`src/rtl/e203_regfile_pkg.sv`:
```
// rtl/e203_regfile_pkg.sv - shared constants and helpers for the multi-port EXU regfile
package e203_regfile_pkg;

    localparam int XLEN_DEF      = 32;
    localparam int RFIDX_W_DEF   = 5;
    localparam int NREG_DEF      = 32;
    localparam int NRD_DEF       = 2;
    localparam int NWR_DEF       = 2;
    localparam int MAX_LPEND_DEF = 4;

    // Width needed to hold a count of 0..max_lpend busy destinations.
    function automatic int lpcnt_w(input int max_lpend);
        return $clog2(max_lpend + 1);
    endfunction

    // An index names a writable/readable architectural register: not x0, inside NREG.
    function automatic logic idx_ok(input int idx, input int nreg);
        return (idx != 0) && (idx < nreg);
    endfunction

endpackage

```
`src/rtl/e203_exu_regfile_mp_if.sv`:
```
// rtl/e203_exu_regfile_mp_if.sv - read/write-back/scoreboard bundle of the multi-port regfile
interface e203_exu_regfile_mp_if
    import e203_regfile_pkg::*;
#(
    parameter int XLEN    = XLEN_DEF,
    parameter int RFIDX_W = RFIDX_W_DEF,
    parameter int NRD     = NRD_DEF,
    parameter int NWR     = NWR_DEF,
    parameter int CNT_W   = lpcnt_w(MAX_LPEND_DEF)
);
    logic [NRD*RFIDX_W-1:0] rd_idx;
    logic [NRD*XLEN-1:0]    rd_dat;
    logic [NRD-1:0]         rd_busy;
    logic [NWR-1:0]         wr_en;
    logic [NWR*RFIDX_W-1:0] wr_idx;
    logic [NWR*XLEN-1:0]    wr_dat;
    logic [NWR-1:0]         wr_lpend_clr;
    logic                   lp_set_valid;
    logic [RFIDX_W-1:0]     lp_set_idx;
    logic                   lp_set_ready;
    logic [CNT_W-1:0]       lp_cnt;
    logic                   lp_empty;
    logic [XLEN-1:0]        x1_r;

    modport master (
        output rd_idx, wr_en, wr_idx, wr_dat, wr_lpend_clr, lp_set_valid, lp_set_idx,
        input  rd_dat, rd_busy, lp_set_ready, lp_cnt, lp_empty, x1_r
    );

    modport slave (
        input  rd_idx, wr_en, wr_idx, wr_dat, wr_lpend_clr, lp_set_valid, lp_set_idx,
        output rd_dat, rd_busy, lp_set_ready, lp_cnt, lp_empty, x1_r
    );

endinterface

```
`src/rtl/e203_exu_rf_scoreboard.sv`:
```
// rtl/e203_exu_rf_scoreboard.sv - long-pipe busy vector, outstanding count and set/clear arbitration
module e203_exu_rf_scoreboard
    import e203_regfile_pkg::*;
#(
    parameter int RFIDX_W   = RFIDX_W_DEF,
    parameter int NREG      = NREG_DEF,
    parameter int NRD       = NRD_DEF,
    parameter int NWR       = NWR_DEF,
    parameter int MAX_LPEND = MAX_LPEND_DEF,
    parameter int CNT_W     = lpcnt_w(MAX_LPEND_DEF)
) (
    input  logic                   clk,
    input  logic                   rst,
    input  logic [NRD*RFIDX_W-1:0] rd_idx,
    input  logic [NWR-1:0]         wr_en,
    input  logic [NWR*RFIDX_W-1:0] wr_idx,
    input  logic [NWR-1:0]         wr_lpend_clr,
    input  logic                   lp_set_valid,
    input  logic [RFIDX_W-1:0]     lp_set_idx,
    output logic [NRD-1:0]         rd_busy,
    output logic                   lp_set_ready,
    output logic [CNT_W-1:0]       lp_cnt,
    output logic                   lp_empty
);

    logic [NREG-1:0]  busy;
    logic [NREG-1:0]  busy_nxt;
    logic [NREG-1:0]  clr_mask;
    logic [NREG-1:0]  set_mask;
    logic [CNT_W-1:0] cnt_nxt;
    logic [CNT_W-1:0] dec;
    logic             inc;

    assign lp_set_ready = (int'(lp_cnt) < MAX_LPEND);
    assign lp_empty     = (lp_cnt == '0);

    // Build set/clear masks; set is OR-ed in after clear so a fresh op on the same index stays busy.
    always_comb begin
        clr_mask = '0;
        set_mask = '0;
        for (int p = 0; p < NWR; p++) begin
            if (wr_en[p] && wr_lpend_clr[p] &&
                idx_ok(int'(wr_idx[p*RFIDX_W +: RFIDX_W]), NREG)) begin
                clr_mask[wr_idx[p*RFIDX_W +: RFIDX_W]] = 1'b1;
            end
        end
        if (lp_set_valid && lp_set_ready && idx_ok(int'(lp_set_idx), NREG)) begin
            set_mask[lp_set_idx] = 1'b1;
        end
        busy_nxt = (busy & ~clr_mask) | set_mask;
    end

    // Count only real transitions: new busy bits up, distinct busy bits actually dropped down.
    always_comb begin
        inc = |(set_mask & ~busy);
        dec = '0;
        for (int i = 0; i < NREG; i++) begin
            dec = dec + CNT_W'(clr_mask[i] & busy[i] & ~set_mask[i]);
        end
        cnt_nxt = lp_cnt + CNT_W'(inc) - dec;
    end

    // Busy lookup reflects registered state only; a same-cycle clear shows up next cycle.
    always_comb begin
        rd_busy = '0;
        for (int k = 0; k < NRD; k++) begin
            if (idx_ok(int'(rd_idx[k*RFIDX_W +: RFIDX_W]), NREG)) begin
                rd_busy[k] = busy[rd_idx[k*RFIDX_W +: RFIDX_W]];
            end
        end
    end

    // Busy vector and outstanding count registers.
    always_ff @(posedge clk or posedge rst) begin
        if (rst) begin
            busy   <= '0;
            lp_cnt <= '0;
        end else begin
            busy   <= busy_nxt;
            lp_cnt <= cnt_nxt;
        end
    end

endmodule

```
`src/rtl/e203_exu_regfile_mp.sv`:
```
// rtl/e203_exu_regfile_mp.sv - N-read / M-write EXU register file with bypass and long-pipe scoreboard
module e203_exu_regfile_mp
    import e203_regfile_pkg::*;
#(
    parameter int XLEN      = XLEN_DEF,
    parameter int RFIDX_W   = RFIDX_W_DEF,
    parameter int NREG      = NREG_DEF,
    parameter int NRD       = NRD_DEF,
    parameter int NWR       = NWR_DEF,
    parameter int BYPASS    = 1,
    parameter int MAX_LPEND = MAX_LPEND_DEF
) (
    input  logic                 clk,
    input  logic                 rst,
    e203_exu_regfile_mp_if.slave rf
);

    localparam int CNT_W = lpcnt_w(MAX_LPEND);

    logic [XLEN-1:0] regs [NREG];

    // Register storage; ports are visited in ascending order so the highest-numbered writer wins.
    always_ff @(posedge clk or posedge rst) begin
        if (rst) begin
            for (int i = 0; i < NREG; i++) begin
                regs[i] <= '0;
            end
        end else begin
            for (int p = 0; p < NWR; p++) begin
                if (rf.wr_en[p] && idx_ok(int'(rf.wr_idx[p*RFIDX_W +: RFIDX_W]), NREG)) begin
                    regs[rf.wr_idx[p*RFIDX_W +: RFIDX_W]] <= rf.wr_dat[p*XLEN +: XLEN];
                end
            end
        end
    end

    for (genvar k = 0; k < NRD; k++) begin : g_rd
        logic [RFIDX_W-1:0] ri;
        logic [XLEN-1:0]    dat;

        assign ri = rf.rd_idx[k*RFIDX_W +: RFIDX_W];

        // Read mux: x0/out-of-range read zero; bypass picks the highest matching write port.
        always_comb begin
            dat = '0;
            if (idx_ok(int'(ri), NREG)) begin
                dat = regs[ri];
                if (BYPASS != 0) begin
                    for (int p = 0; p < NWR; p++) begin
                        if (rf.wr_en[p] && (rf.wr_idx[p*RFIDX_W +: RFIDX_W] == ri)) begin
                            dat = rf.wr_dat[p*XLEN +: XLEN];
                        end
                    end
                end
            end
        end

        assign rf.rd_dat[k*XLEN +: XLEN] = dat;
    end

    assign rf.x1_r = regs[1];

    e203_exu_rf_scoreboard #(
        .RFIDX_W   (RFIDX_W),
        .NREG      (NREG),
        .NRD       (NRD),
        .NWR       (NWR),
        .MAX_LPEND (MAX_LPEND),
        .CNT_W     (CNT_W)
    ) u_scoreboard (
        .clk          (clk),
        .rst          (rst),
        .rd_idx       (rf.rd_idx),
        .wr_en        (rf.wr_en),
        .wr_idx       (rf.wr_idx),
        .wr_lpend_clr (rf.wr_lpend_clr),
        .lp_set_valid (rf.lp_set_valid),
        .lp_set_idx   (rf.lp_set_idx),
        .rd_busy      (rf.rd_busy),
        .lp_set_ready (rf.lp_set_ready),
        .lp_cnt       (rf.lp_cnt),
        .lp_empty     (rf.lp_empty)
    );

endmodule

```
`src/flat_wrapper.sv`:
```
// flat-port wrapper written by rule: the top's interface ports become plain ports
module e203_exu_regfile_mp_flat import e203_regfile_pkg::*;
#(
    parameter int XLEN      = XLEN_DEF,
    parameter int RFIDX_W   = RFIDX_W_DEF,
    parameter int NREG      = NREG_DEF,
    parameter int NRD       = NRD_DEF,
    parameter int NWR       = NWR_DEF,
    parameter int BYPASS    = 1,
    parameter int MAX_LPEND = MAX_LPEND_DEF
)
  (clk, rst, rf_rd_idx, rf_wr_en, rf_wr_idx, rf_wr_dat, rf_wr_lpend_clr, rf_lp_set_valid, rf_lp_set_idx, rf_rd_dat, rf_rd_busy, rf_lp_set_ready, rf_lp_cnt, rf_lp_empty, rf_x1_r);
  e203_exu_regfile_mp_if #(.XLEN(XLEN), .RFIDX_W(RFIDX_W), .NRD(NRD), .NWR(NWR), .CNT_W(3)) rf_i ();
  input  logic clk;
  input  logic rst;
  input wire logic [$bits(rf_i.rd_idx)-1:0] rf_rd_idx;
  input wire logic [$bits(rf_i.wr_en)-1:0] rf_wr_en;
  input wire logic [$bits(rf_i.wr_idx)-1:0] rf_wr_idx;
  input wire logic [$bits(rf_i.wr_dat)-1:0] rf_wr_dat;
  input wire logic [$bits(rf_i.wr_lpend_clr)-1:0] rf_wr_lpend_clr;
  input wire logic [$bits(rf_i.lp_set_valid)-1:0] rf_lp_set_valid;
  input wire logic [$bits(rf_i.lp_set_idx)-1:0] rf_lp_set_idx;
  output wire logic [$bits(rf_i.rd_dat)-1:0] rf_rd_dat;
  output wire logic [$bits(rf_i.rd_busy)-1:0] rf_rd_busy;
  output wire logic [$bits(rf_i.lp_set_ready)-1:0] rf_lp_set_ready;
  output wire logic [$bits(rf_i.lp_cnt)-1:0] rf_lp_cnt;
  output wire logic [$bits(rf_i.lp_empty)-1:0] rf_lp_empty;
  output wire logic [$bits(rf_i.x1_r)-1:0] rf_x1_r;
  assign rf_i.rd_idx = rf_rd_idx;
  assign rf_i.wr_en = rf_wr_en;
  assign rf_i.wr_idx = rf_wr_idx;
  assign rf_i.wr_dat = rf_wr_dat;
  assign rf_i.wr_lpend_clr = rf_wr_lpend_clr;
  assign rf_i.lp_set_valid = rf_lp_set_valid;
  assign rf_i.lp_set_idx = rf_lp_set_idx;
  assign rf_rd_dat = rf_i.rd_dat;
  assign rf_rd_busy = rf_i.rd_busy;
  assign rf_lp_set_ready = rf_i.lp_set_ready;
  assign rf_lp_cnt = rf_i.lp_cnt;
  assign rf_lp_empty = rf_i.lp_empty;
  assign rf_x1_r = rf_i.x1_r;
  e203_exu_regfile_mp #(.XLEN(XLEN), .RFIDX_W(RFIDX_W), .NREG(NREG), .NRD(NRD), .NWR(NWR), .BYPASS(BYPASS), .MAX_LPEND(MAX_LPEND)) u_core (.clk(clk), .rst(rst), .rf(rf_i));
endmodule
```
`config.mk`:
```
export PLATFORM = sky130hd
export DESIGN_NAME = e203_exu_regfile_mp_flat
export DESIGN_NICKNAME = d
export VERILOG_FILES = /design/src/rtl/e203_regfile_pkg.sv /design/src/rtl/e203_exu_regfile_mp_if.sv /design/src/rtl/e203_exu_rf_scoreboard.sv /design/src/rtl/e203_exu_regfile_mp.sv /design/src/flat_wrapper.sv
export SDC_FILE = /design/constraint.sdc
export NUM_CORES = 2
export LEC_CHECK = 0
export BUFFER_PORTS_ARGS = -buffer_cell sky130_fd_sc_hd__buf_4
export CORE_MARGIN = 2
export CORE_UTILIZATION = 25
export CTS_BUF_LIST = sky130_fd_sc_hd__clkbuf_8 sky130_fd_sc_hd__clkbuf_16
export CTS_CLUSTER_DIAMETER = 40
export DETAILED_ROUTE_END_ITERATION = 7
export PLACE_DENSITY = 0.4
export REMOVE_ABC_BUFFERS = 1
export SYNTH_ARGS = -nofsm -noshare
export SYNTH_HDL_FRONTEND = slang
export SYNTH_SLANG_ARGS = --single-unit
```
`constraint.sdc`:
```
create_clock -name clk -period 38.3 [get_ports clk]
set_clock_uncertainty 0.15 [all_clocks]
set_input_delay 1.915 -clock clk [delete_from_list [all_inputs] [get_ports clk]]
set_output_delay 1.915 -clock clk [all_outputs]
set_load 0.05 [all_outputs]
```
# [Word level (Yosys, flattened, before mapping)]
# Cells that the tools add are included.
[word_totals] ff_bits=1059 output_inout_bits=103 elab_cells=251
[classes] n_addsub=33 order_cmp=15 eq_ne=4 mux=35 n_bitwise=106 n_reduce_logical=24
[op_table] operator="bitwise mux 1024 bit" n=2
[op_table] operator="two-way mux 1024 bit" n=2
[op_table] operator="two-way mux 32 bit" n=15
[op_table] operator="binary-select mux 32 bit (select 5 bit)" n=2
[op_table] operator="demux 32 bit (select 5 bit)" n=2
[op_table] operator="bitwise AND 1 x 3 -> 3 bit" n=32
[op_table] operator="NOT 1 -> 3 bit" n=32
[op_table] operator="adder 3 bit" n=31
[op_table] operator="bitwise AND 32 bit" n=2
[op_table] operator="NOT 32 bit" n=2
[op_table] operator="bitwise OR 32 bit" n=2
[op_table] operator="bitwise AND 1 bit" n=32
[op_table] operator="OR reduction 32 bit" n=1
[op_table] operator="< comparator 5 x 6 -> 1 bit (second input constant)" n=5
[op_table] operator="nonzero test 5 bit" n=5
[op_table] operator=">= comparator 6 bit (second input constant)" n=4
[op_table] operator="NOT 5 -> 6 bit" n=4
[op_table] operator="equality test 5 bit" n=4
[op_table] operator="logical AND 1 bit" n=17
[op_table] operator="demux 1 bit (select 5 bit)" n=3
[op_table] operator=">= comparator 5 x 1 -> 1 bit (second input constant)" n=3
[op_table] operator="< comparator 6 x 1 -> 1 bit (second input constant)" n=2
[op_table] operator="binary-select mux 1 bit (select 5 bit)" n=2
[op_table] operator="two-way mux 1 bit" n=7
[op_table] operator="other kinds (4)" n=4

# [Logic depth before layout (Yosys ltp)]
[logic_depth] word_depth=41 depth_mapped=25

# [By module]
# A second synthesis with hierarchy kept.
[hier_totals] cells_unflattened=6615 area_unflattened_um2=68411.9
[by_module_without_submodules] module="e203_exu_regfile_mp" n_inst=1 cells_per_inst=6207 area_per_inst_um2=64752.1 seq_area_each_um2=25624.6
[by_module_without_submodules] module="e203_exu_rf_scoreboard" n_inst=1 cells_per_inst=408 area_per_inst_um2=3659.8 seq_area_each_um2=850.8

# [Least setup slack after synthesis]
# OpenSTA, ideal clock, no wires.
[synth_path] path_type="input -> register" start="input port rf_wr_idx[5]" end="register u_core.u_scoreboard.lp_cnt[2]" setup_time_ns=0.125 t_arrival_ns=7.753 path_slack_ns=30.272 path_stages=24 path_cell_list="clkbuf_1 -> or2_2 -> clkbuf_1 -> or3_1 -> clkbuf_1 -> o21ai_0 -> o211ai_1 -> fa_1 -> inv_1 -> fa_1 -> inv_1 -> fa_1 -> inv_1 -> ha_1 -> fa_1 -> fa_1 -> fa_1 -> inv_1 -> ha_1 -> ha_1 -> xor2_1 -> xnor2_1 -> xnor2_1 -> xnor2_1"
[synth_via] elab_chain_len=40
[synth_lines] element="start: declaration" line="flat_wrapper.sv:18" text="input wire logic [$bits(rf_i.wr_idx)-1:0] rf_wr_idx;"
[synth_lines] element="< comparator 5 x 6 -> 1 bit (implied by the code) / >= comparator 5 x 1 -> 1 bit (equally long branches)" line="e203_exu_rf_scoreboard.sv:44" text="clr_mask[wr_idx[p*RFIDX_W +: RFIDX_W]] = 1'b1;"
[synth_lines] element="logical AND 1 bit (implied by the code)" line="e203_exu_rf_scoreboard.sv:44"
[synth_lines] element="two-way mux 1 bit (implied by the code)" line="e203_exu_rf_scoreboard.sv:44"
[synth_lines] element="demux 1 bit (select 5 bit)" line="e203_exu_rf_scoreboard.sv:44"
[synth_lines] element="bitwise OR 32 bit (no line)"
[synth_lines] element="two-way mux 32 bit *" line="e203_exu_rf_scoreboard.sv:42" text="if (wr_en[p] && wr_lpend_clr[p] &&"
[synth_lines] element="bitwise AND 1 bit" line="e203_exu_rf_scoreboard.sv:58" text="dec = dec + CNT_W'(clr_mask[i] & busy[i] & ~set_mask[i]);"
[synth_lines] element="bitwise AND 1 x 3 -> 3 bit" line="e203_exu_rf_scoreboard.sv:58"
[synth_lines] element="adder 3 bit (30 in a row)" line="e203_exu_rf_scoreboard.sv:58"
[synth_lines] element="adder 3 bit *" line="e203_exu_rf_scoreboard.sv:58"
[synth_lines] element="subtractor 3 bit *" line="e203_exu_rf_scoreboard.sv:60" text="cnt_nxt = lp_cnt + CNT_W'(inc) - dec;"
[synth_lines] element="named net u_core.u_scoreboard.cnt_nxt[2]" line="e203_exu_rf_scoreboard.sv:30" text="logic [CNT_W-1:0] cnt_nxt;"
[synth_lines] element="end signal: assignment" line="e203_exu_rf_scoreboard.sv:80" text="lp_cnt <= cnt_nxt;"
[synth_lines] element="end: declaration" line="e203_exu_rf_scoreboard.sv:22" text="output logic [CNT_W-1:0] lp_cnt,"
# Mark *: on every way through the listed nets, which the timed path passes. The rest lies on a longest branch.

# [Worst setup path after layout]
[layout_path] start="input port rf_rd_idx[5]" end="output port rf_rd_dat[34]"
[layout_via] elab_chain_len=7
[layout_lines] element="start: declaration" line="flat_wrapper.sv:16" text="input wire logic [$bits(rf_i.rd_idx)-1:0] rf_rd_idx;"
[layout_lines] element="NOT 5 -> 6 bit (implied by the code)" line="e203_exu_regfile_mp.sv:47" text="dat = regs[ri];"
[layout_lines] element="binary-select mux 32 bit (select 5 bit)" line="e203_exu_regfile_mp.sv:47"
[layout_lines] element="two-way mux 32 bit (implied by the code) (2 in a row)" line="e203_exu_regfile_mp.sv:47"
[layout_lines] element="two-way mux 32 bit (2 in a row)" line="e203_exu_regfile_mp.sv:50" text="if (rf.wr_en[p] && (rf.wr_idx[p*RFIDX_W +: RFIDX_W] == ri)) begin"
[layout_lines] element="two-way mux 32 bit *" line="e203_exu_regfile_mp.sv:46" text="if (idx_ok(int'(ri), NREG)) begin"
[layout_lines] element="end: declaration" line="flat_wrapper.sv:23" text="output wire logic [$bits(rf_i.rd_dat)-1:0] rf_rd_dat;"
# Mark *: on every way between the ends. The rest lies on a longest branch, timed or not. The select of a mux whose other input is x is not followed.

==> metrics.md <==
| Metric | Value |
|---|---|
| Yosys cell types | `67` |
| Global Route Usage Sum | `0.2197` |
| Cts repair resizes | `0` |
| Met3 Use GR | `0.04143` |
| Max Cap Viol | `0` |
| Post-CTS setup buffer count | `0` |
| Total Wirelength | `slightly above 300 mm` |
| Grt total ovfl | `0` |
| Largest net degree at the start of global routing | `approximately 150` |
| Synthesized cell area | `68290 um2` |
| Routed Antenna Nets | `0` |
| Initial DRC Count | `5839` |
| Initial antenna violation count | `8` |
| CTS tree | `yes` |
| Worst reg2reg path depth | `19` |
| Placed Instances | `9581` |
| Hold_buf cts | `0` |
| CTS root buffer | `clkbuf_16` |
| Delay of the slowest critical-path stage | `0.68 ns` |
| FF-to-FF Start | `u_core.u_scoreboard.lp_cnt[2]` |
| WL per Instance | `31.19 um` |
| Pins Over Slew Limit | `0` |
| Synth Area per Inst | `between 10 and 15 um2` |
| Pleak | `34.34 nW` |
| H-tree depth | `4` |
| Cell taking the most area after synthesis | `dfrtp_1` |
| Worst-path fanout max | `68` |
| Commonest cells in the netlist | `mux2i_1, dfrtp_1, nor2_1` |
| Core ar. | `271200 um2` |
| GPL Wtd Cong | `approximately 0.84` |
| DRC | `0` |
| Post-synth ARST share | `1.000` |
| Min-Delay Path Depth | `0` |
| Met2 usage | `0.3324` |
| Synth area leaders | `dfrtp_1, mux2i_1, mux4_2` |
| Filler cells | `around 28000` |
| EDFF count, synth | `0` |
| Fin cells | `9991` |
| CP most frequent cell | `buf_4` |
| Chip Height | `526.6 um` |
| CP cell instances | `buf_8 -> buf_12 -> buf_4 -> buf_4 -> buf_4 -> mux4_2 -> mux2_2 -> a221oi_1 -> nor4_1 -> a221o_1 -> buf_4` |
| IO Pins | `199` |
| Layout cells sized above 1 | `0.2023` |
| Hold Path Class | `reg2reg` |
| Seq cells post-synth | `1059` |
| DR vias | `around 55000` |
| Worst-Margin Slew | `roughly 1.3 ns` |
| Die W | `526.6 um` |
| Vias/cell | `5.478` |
| Pwr per Cell Area | `61.04 nW/um2` |
| Clock Latency Late Sink | `0.85 ns` |
| Tot Pwr | `approximately 0.0049 W` |
| Main synth FF type | `dfrtp_1` |
| Slowest CP cell | `buf_4` |
| Total CTS buffers | `217` |
| Reg2reg setup slack | `31.48 ns` |
| Vias in the first global route | `around 54000` |
| Full die area | `277300 um2` |
| Final setup vio count | `0` |
| CP required | `36.23 ns` |
| Starting Density | `0.2518` |
| Post-Synthesis Cells | `about 6600` |
| Area Overhead vs Synth | `17.14%` |
| Reg clk slew, reported paths | `0.05 ns` |
| Setup TNS Final | `0 ns` |
| Slew headroom | `0.1522` |
| GRT busiest layer | `met2` |
| Hold Path End | `u_core.regs[1020]` |
| Status | `complete, no violations` |
| Arrival @ worst endpoint | `about 7.1 ns` |
| # rows | `191` |
| Hold Startpoint | `u_core.regs[1020]` |
| Seq/Total Area, Yosys | `0.3881` |
| Max VDD drop | `between 0.03 and 0.04 mV` |
| Final nets | `between 6000 and 7000` |
| Worst setup SP type | `primary input` |
| Fmax | `0.1095 GHz` |
| Yosys top cell area share | `0.3881` |
| Pre-antenna DRT Iters | `6` |
| Port bufs | `198` |
| Crit Path Class | `in2out` |
| First-pass GRT wire length | `438.6 mm` |
| Fin crit share | `0.2385` |
| Met1 Track Usage GR | `0.3135` |
| Clock Tree Buf Depth | `3` |
| DP Wirelength | `185.7 mm` |
| Worst flop-to-flop path endpoint | `u_core.u_scoreboard.lp_cnt[2]` |
| Minimum clock period | `between 9 and 10 ns` |
| RSZ-0062 raised after global routing | `false` |
| Crit. End Element | `primary output` |
| Final hold violation count | `0` |
| CTS sink cnt | `approximately 1100` |
| Synth Warn # | `0` |
| Most common cell in the synthesized netlist | `mux2i_1` |
==> sequential cells by signal (all words and copies together), names as in the netlist <==
signal and cells:
u_core.rf.x1_r 32, u_core.u_scoreboard.lp_cnt 3, u_core.regs 992, u_core.u_scoreboard.busy 32
==> final cells by class <==
cell class                      count  area, um2  share of cell area
Multi-Input combinational cell   4556      38140              0.4768
Clock inverter                    158       2110             0.02637
Sequential cell                  1059      26500              0.3313
Inverter                           53      206.4            0.002581
Antenna cell                        1      2.502          0.00003128
Timing Repair Buffer              343       2643             0.03303
Clock buffer                      251       5921             0.07401
Tap cell                         3570       4467             0.05584
==> metrics by stage <==
| stage | utilization | worst slack, ns | cell area (um2) | hold WS [ns] |
|---|---|---|---|---|
| finish | 0.2949 | 29.17 | 79990 | 0.2398 |
| global route | 0.2949 | 28.83 | 79990 | 0.2554 |
| CTS | 0.2949 | 29.04 | 79990 | 0.2439 |
| detailed placement | 0.2653 | 29.04 | 71960 | 0.2333 |
| global placement | 0.2653 | 29.01 | 71960 | 0.2263 |
| floorplan | - | 6.426 | 64300 | 0.2153 |
==> worst max-delay path by stage <==
stage               cells after the start         start  slack (ns)              to
global placement                       11  rf_rd_idx[5]       29.01   rf_rd_dat[52]
global route                           11  rf_rd_idx[5]       28.83   rf_rd_dat[34]
floorplan                               1           rst        6.43  u_core.regs[0]
finish                                 11  rf_rd_idx[5]       29.17   rf_rd_dat[34]
CTS                                    11  rf_rd_idx[5]       29.04   rf_rd_dat[58]
detailed placement                     11  rf_rd_idx[5]       29.04   rf_rd_dat[58]
==> worst max-delay path: cells and delay by family <==
family	cells	cell delay (ns)
AO/OA/AOI/OAI	2	0.72
buffers and inverters	6	3.26
multiplexers	2	0.87
AND/OR/NAND/NOR	1	0.09
==> report_power, final <==
group          total [W]  switching [W]  internal, W
registers        0.00167       0.000253      0.00142
clock network    0.00208       0.000713      0.00137
logic            0.00113       0.000582     0.000546
total            0.00488        0.00155      0.00333
==> cell families (layout without fill, tap and decap cells) <==
family	after synthesis	after routing	share of synthesized area
AO/OA/AOI/OAI	1474	1474	0.1324
multiplexers	1705	1705	0.3263
flip-flops	1059	1059	0.3881
other	1	2	0.00005492
XOR/XNOR	35	35	0.004489
AND/OR/NAND/NOR	1306	1306	0.07888
adder cells (fa/ha/maj)	35	35	0.008502
buffers and inverters	940	805	0.06136
==> layout by cell type, fill, tap and decap left out, types with 7 or more instances in the layout <==
cell type,count
a211oi_1,62
a21oi_1,672
a221o_1,62
a221oi_1,62
a22o_1,68
a32oi_1,27
and3_1,9
buf_4,336
bufinv_16,39
clkbuf_16,219
clkbuf_8,32
clkinv_16,7
clkinv_2,37
clkinv_4,11
clkinvlp_4,33
dfrtp_1,1059
fa_1,19
ha_1,16
inv_1,70
mux2_2,67
mux2i_1,1228
mux4_2,410
nand2_1,374
nand2_4,26
nand2b_1,11
nand3_1,19
nor2_1,698
nor2_4,23
nor2b_1,10
nor3_1,10
nor4_1,65
o21ai_0,347
o221ai_1,127
o22ai_1,16
xnor2_1,25
xor2_1,10
==> layer usage <==
| metal | share of wire | vias up |
|---|---|---|
| met4 | 0.033 | 2 |
| met2 | 0.44 | 2363 |
| met3 | 0.070 | 503 |
| li1 | - | 23570 |
| met1 | 0.46 | 28300 |
| met5 | 0.000032 | - |
Note: power is estimated with default switching activity, not from simulation.
